$ cat src/rtl/fetch_stage.sv
`default_nettype none
// ============================================================================
//  Module      : fetch_stage
//  Description : Antares-R2 instruction-fetch stage with IF/ID pipeline
//                register. Owns the PC, issues fetches over a req/ready
//                instruction-memory port with wait states, absorbs hazard
//                stalls and branch/jump redirects, and computes jump targets.
//  Revision    : 1.0 - initial release
// ============================================================================
module fetch_stage #(
  parameter int          AW       = 32,
  parameter logic [AW-1:0] RESET_PC = '0
) (
  input  logic          clock,
  input  logic          reset,
  // instruction memory port
  output logic          imem_req,
  output logic [AW-1:0] imem_addr,
  input  logic          imem_ready,
  input  logic [31:0]   imem_rdata,
  // pipeline control
  input  logic          stall,
  input  logic          jump,
  input  logic          branch_taken,
  input  logic [AW-1:0] branch_target,
  // IF/ID register
  output logic          if_id_valid,
  output logic [31:0]   if_id_instr,
  output logic [AW-1:0] if_id_pc4,
  output logic [5:0]    opCode
);

  // IDLE  : one-cycle gap after reset before the first request
  // FETCH : request outstanding at r_pc
  // HOLD  : a fetched word is parked in the buffer while decode is stalled
  // DROP  : a redirect arrived mid-fetch; swallow the stale response
  typedef enum logic [1:0] {
    S_IDLE  = 2'd0,
    S_FETCH = 2'd1,
    S_HOLD  = 2'd2,
    S_DROP  = 2'd3
  } state_t;

  localparam logic [AW-1:0] C_WORD_BYTES = {{(AW-3){1'b0}}, 3'd4};

  state_t        r_state, w_state_n;
  logic [AW-1:0] r_pc,    w_pc_n;
  logic [31:0]   r_buf,   w_buf_n;
  logic [AW-1:0] r_pend,  w_pend_n;
  logic          r_valid, w_valid_n;
  logic [31:0]   r_instr, w_instr_n;
  logic [AW-1:0] r_pc4,   w_pc4_n;

  logic          w_redir;
  logic [AW-1:0] w_target;
  logic [AW-1:0] w_pc_inc;

  // Redirect decode: a taken branch always wins; a jump only counts when the
  // jump instruction really sits in IF/ID and decode is not stalled.
  always_comb begin
    w_redir  = branch_taken | (jump & r_valid & ~stall);
    w_target = branch_taken ? branch_target
                            : {r_pc4[AW-1:28], r_instr[25:0], 2'b00};
    w_pc_inc = r_pc + C_WORD_BYTES;
  end

  // Next-state, next-PC and next IF/ID contents.
  always_comb begin
    w_state_n = r_state;
    w_pc_n    = r_pc;
    w_buf_n   = r_buf;
    w_pend_n  = r_pend;
    w_valid_n = r_valid;
    w_instr_n = r_instr;
    w_pc4_n   = r_pc4;

    case (r_state)
      S_IDLE: begin
        w_state_n = S_FETCH;
        if (w_redir) begin
          w_pc_n = w_target;
        end
      end

      S_FETCH: begin
        if (w_redir) begin
          if (imem_ready) begin
            // response is stale; restart immediately at the target
            w_pc_n = w_target;
          end else begin
            // cannot retract the request; remember where to go afterwards
            w_pend_n  = w_target;
            w_state_n = S_DROP;
          end
        end else if (imem_ready) begin
          w_pc_n = w_pc_inc;
          if (stall) begin
            w_buf_n   = imem_rdata;
            w_state_n = S_HOLD;
          end else begin
            w_valid_n = 1'b1;
            w_instr_n = imem_rdata;
            w_pc4_n   = w_pc_inc;
          end
        end else if (!stall) begin
          // memory wait state: feed a bubble to decode
          w_valid_n = 1'b0;
          w_instr_n = 32'h0;
        end
      end

      S_HOLD: begin
        if (w_redir) begin
          w_pc_n    = w_target;
          w_state_n = S_FETCH;
        end else if (!stall) begin
          // r_pc already advanced past the buffered word, so it is its pc4
          w_valid_n = 1'b1;
          w_instr_n = r_buf;
          w_pc4_n   = r_pc;
          w_state_n = S_FETCH;
        end
      end

      S_DROP: begin
        if (w_redir) begin
          w_pend_n = w_target;
        end
        if (imem_ready) begin
          w_pc_n    = w_redir ? w_target : r_pend;
          w_state_n = S_FETCH;
        end
      end

      default: begin
        w_state_n = S_IDLE;
      end
    endcase

    // every redirect flushes whatever is in IF/ID
    if (w_redir) begin
      w_valid_n = 1'b0;
      w_instr_n = 32'h0;
    end
  end

  // State and pipeline register update with synchronous reset.
  always_ff @(posedge clock) begin
    if (reset) begin
      r_state <= S_IDLE;
      r_pc    <= RESET_PC;
      r_buf   <= 32'h0;
      r_pend  <= '0;
      r_valid <= 1'b0;
      r_instr <= 32'h0;
      r_pc4   <= '0;
    end else begin
      r_state <= w_state_n;
      r_pc    <= w_pc_n;
      r_buf   <= w_buf_n;
      r_pend  <= w_pend_n;
      r_valid <= w_valid_n;
      r_instr <= w_instr_n;
      r_pc4   <= w_pc4_n;
    end
  end

  // Output mapping; the request stays up through DROP so the handshake completes.
  always_comb begin
    imem_req    = (r_state == S_FETCH) || (r_state == S_DROP);
    imem_addr   = r_pc;
    if_id_valid = r_valid;
    if_id_instr = r_instr;
    if_id_pc4   = r_pc4;
    opCode      = r_instr[31:26];
  end

endmodule
`default_nettype wire
$ cat config.mk
export PLATFORM = sky130hd
export DESIGN_NAME = fetch_stage
export DESIGN_NICKNAME = d
export VERILOG_FILES = /design/src/rtl/fetch_stage.sv
export SDC_FILE = /design/constraint.sdc
export NUM_CORES = 1
export LEC_CHECK = 0
export ABC_AREA = 1
export BUFFER_PORTS_ARGS = -buffer_cell sky130_fd_sc_hd__buf_2
export CORE_ASPECT_RATIO = 1.5
export CORE_MARGIN = 3
export CORE_UTILIZATION = 40
export DETAILED_ROUTE_END_ITERATION = 7
export GPL_TIMING_DRIVEN = 0
export SYNTH_ARGS = -nofsm -noshare
export SYNTH_HDL_FRONTEND = slang
export SYNTH_SLANG_ARGS = --single-unit
$ cat constraint.sdc
create_clock -name clock -period 5.9 [get_ports clock]
set_clock_uncertainty 0.1 [all_clocks]
set_input_delay 0.295 -clock clock [delete_from_list [all_inputs] [get_ports clock]]
set_output_delay 0.295 -clock clock [all_outputs]
set_load 0.005 [all_outputs]
==> results.sh <==
export IMPL_insertion_delay_ns=0.43
export IMPL_p_seq_share_pct=39.3
export IMPL_worst_hold_path_type="in2reg"
export IMPL_p_sw_uw=1140
export IMPL_wl_met3_mm=1.80
export IMPL_met2WireLength_mm=16.4
export IMPL_globalplace_congestion=0.921
export IMPL_cp_max_fo=10
export IMPL_period_share_pct=42.0
export IMPL_finalCriticalPeriod_ns=2.48
export IMPL_slew_violations=0
export IMPL_final_cell_mix="359 x nand2_1, 237 x a21oi_1, 206 x buf_2, 177 x o21ai_0, 163 x dfxtp_1"
export IMPL_cts_max_level=4
export IMPL_drc=0
export IMPL_end_kind="flip-flop"
export IMPL_synth_cell_types=34
export IMPL_globalRouteTotalUtil_pct=27.0
export IMPL_r2r_end="if_id_pc4[27]$_SDFFE_PP0P_"
export IMPL_worstHoldPathCells=3
export IMPL_die_h_um=190
export IMPL_slowest_stage="clkbuf_1"
export IMPL_drv_cap=0
export IMPL_wl_met1_mm=13.4
export IMPL_relSlewSlack_pct=39.5
export IMPL_syn_area_mm2=0.00904
export IMPL_fillers=2317
export IMPL_grt_pass1_wl_mm=51.8
export IMPL_yosysSeqAreaShare_pct=36.1
export IMPL_antenna_found_initial=0
export IMPL_die_area_mm2=0.0245
export IMPL_coreArea_mm2=0.0220
export IMPL_ant_nets=0
export IMPL_port_buffers=171
export IMPL_holdPathEnd="r_buf[3]$_SDFFE_PP0P_"
export IMPL_routed_wl_mm=33.2
export IMPL_whs_ns=0.0695
export IMPL_worstPathCellList="inv_1 > ha_1 > buf_6 > inv_1 > buf_2 > buf_2 > clkbuf_1 > nand3_1 > a21oi_1"
export IMPL_synth_area_per_cell_um2=6.49
export IMPL_worst_r2r_setup_slack_ns=3.42
export IMPL_cts_buffers_inserted=17
export IMPL_drive_above_1_share_pct=17.6
export IMPL_worstHoldStart="imem_rdata[3]"
export IMPL_crit_arrival_ns=2.74
export IMPL_r2r_start="r_state[0]$_SDFFE_PP0P_"
export IMPL_postCtsSetupBuffers=0
export IMPL_drt_iter0_drc=783
export IMPL_postCtsHoldBufs=0
export IMPL_stdcell_count=1867
export IMPL_tightest_slew_ns=0.908
export IMPL_cts_max_path_buffers=2
export IMPL_setup_viol=0
export IMPL_grt_max_degree=17
export IMPL_rsz0062_at_grt="no"
export IMPL_synth_cells=1392
export IMPL_areaGrowthSynthToFinish_pct=20.1
export IMPL_place_inst=1835
export IMPL_layout_cells_most_common="nand2_1"
export IMPL_cts_tree="done"
export IMPL_firstDrtPassIters=5
export IMPL_cts_repair_resized=0
export IMPL_ios=174
export IMPL_start_util_pct=41.1
export IMPL_yosys_warnings=0
export IMPL_critPathMaxStageDelay_ns=0.45
export IMPL_hold_viol=0
export IMPL_switching_share_pct=33.5
export IMPL_critPathLaunchType="flip-flop"
export IMPL_chipWidth_um=129
export IMPL_status="finished, final reports clean"
export IMPL_syn_nets=1467
export IMPL_ir_drop_mv=0.186
export IMPL_wl_per_cell_um=17.8
export IMPL_crit_required_ns=6.16
export IMPL_grt_pass1_vias=9487
export IMPL_clockPowerShare_pct=34.9
export IMPL_rows=66
export IMPL_finalNetCount=1657
export IMPL_p_int_uw=2260
export IMPL_numClockSinks=163
export IMPL_path_class="reg2reg"
export IMPL_fin_util_pct=49.4
export IMPL_path_clk_slew_ns=0.07
export IMPL_ys_seq_elements=163
export IMPL_antenna_cells=0
export IMPL_top_layer="met4"
export IMPL_tns_ns=0
export IMPL_dp_hpwl_mm=26.1
export IMPL_power_frac_comb_pct=25.8
export IMPL_timing_fmax_mhz=404
export IMPL_leakagePower_uw=0.00466
export IMPL_vias=9889
export IMPL_power_density_mw_per_mm2=313
export IMPL_grt_overflow_total=0
export IMPL_via_per_inst=5.30
export IMPL_ctsRootBufferMaster="clkbuf_16"
export IMPL_worstRegToRegCells=9
-- cell usage after synthesis, drive strengths merged --
master / instances / area [µm²]
o211ai: 5 / 37.5
dfxtp: 163 / 3260
nand3b: 5 / 37.5
clkbuf: 50 / 189
o21bai: 1 / 7.51
a31o: 1 / 8.76
and2: 3 / 18.8
nand3: 72 / 370
a311oi: 1 / 8.76
xor2: 12 / 105
a21oi: 238 / 1200
o21ai: 189 / 946
buf: 61 / 378
o22ai: 2 / 12.5
a31oi: 6 / 37.5
xnor2: 4 / 35.0
ha: 5 / 62.6
nor2: 76 / 333
a211oi: 27 / 208
nand2: 362 / 1370
or2: 1 / 6.26
inv: 108 / 405
-- logic make-up after synthesis --
family | after synthesis | share of synthesized area (%)
compound gates | 470 | 27.3
xor+xnor | 16 | 1.55
fa+ha+maj | 5 | 0.692
buf+inv | 219 | 10.8
flops | 163 | 36.1
simple gates | 519 | 23.6
-- area by class of cell --
| type | instances | area (µm²) | area share [%] |
|---|---|---|---|
| well taps | 272 | 340 | 3.13 |
| clock buffers | 23 | 498 | 4.59 |
| plain buffers | 111 | 567 | 5.22 |
| clock inverters | 9 | 125 | 1.15 |
| flip-flops and latches | 163 | 3260 | 30.1 |
| multi-input cells | 1010 | 4800 | 44.2 |
| repair buffers | 171 | 856 | 7.88 |
| inverters | 108 | 405 | 3.73 |
-- metal layers --
layer	GRT usage, %	vias up
met3	4.19	71
met5	0	-
met1	32.4	4485
met2	47.0	338
met4	12.6	0
li1	-	4995
-- state kept, by name, summed over array words and instances (netlist names) --
register and count:
r_pend 32, if_id_instr 32, imem_addr 32, r_buf 32, if_id_valid 1, r_state 2
if_id_pc4 32
-- worst max path at each step --
| stage | startpoint | end | slack [ns] | depth (start not counted) |
|---|---|---|---|---|
| floorplan | r_state[0]$_SDFFE_PP0P_ | imem_addr[26]$_SDFFE_PP0P_ | 4.05 | 12 |
| global placement | reset | r_buf[19]$_SDFFE_PP0P_ | 3.24 | 6 |
| detailed placement | reset | r_buf[19]$_SDFFE_PP0P_ | 3.26 | 6 |
| CTS | r_state[0]$_SDFFE_PP0P_ | if_id_pc4[27]$_SDFFE_PP0P_ | 3.46 | 9 |
| global route | r_state[0]$_SDFFE_PP0P_ | if_id_pc4[27]$_SDFFE_PP0P_ | 3.29 | 9 |
| finish | r_state[0]$_SDFFE_PP0P_ | if_id_pc4[27]$_SDFFE_PP0P_ | 3.42 | 9 |
-- per-stage QoR --
step	setup WS [ns]	instance area, µm²	total power [µW]
global placement	3.24	10200	2230
detailed placement	3.26	10200	2230
floorplan	4.05	9040	1890
finish	3.42	10900	3400
CTS	3.46	10900	3410
global route	3.29	10900	3600
-- power groups by stage --
stage                     clock network [µW]  registers [µW]  logic, µW
after floorplan                            0            1340        544
after global placement                     0            1360        870
after detailed placement                   0            1360        874
after CTS                               1200            1330        879
after global routing                    1250            1350        991
final                                   1190            1340        880
-- worst max-delay path, delay by kind of cell, from the launching register on --
family                     cells  cell delay [ns]
buffers and inverters          6             1.35
and+or+nand+nor                1             0.23
adders and majority gates      1             0.21
DFF                            1             0.36
AOI/OAI and AO/OA              1             0.16
Note: power is estimated with default switching activity, not from simulation.
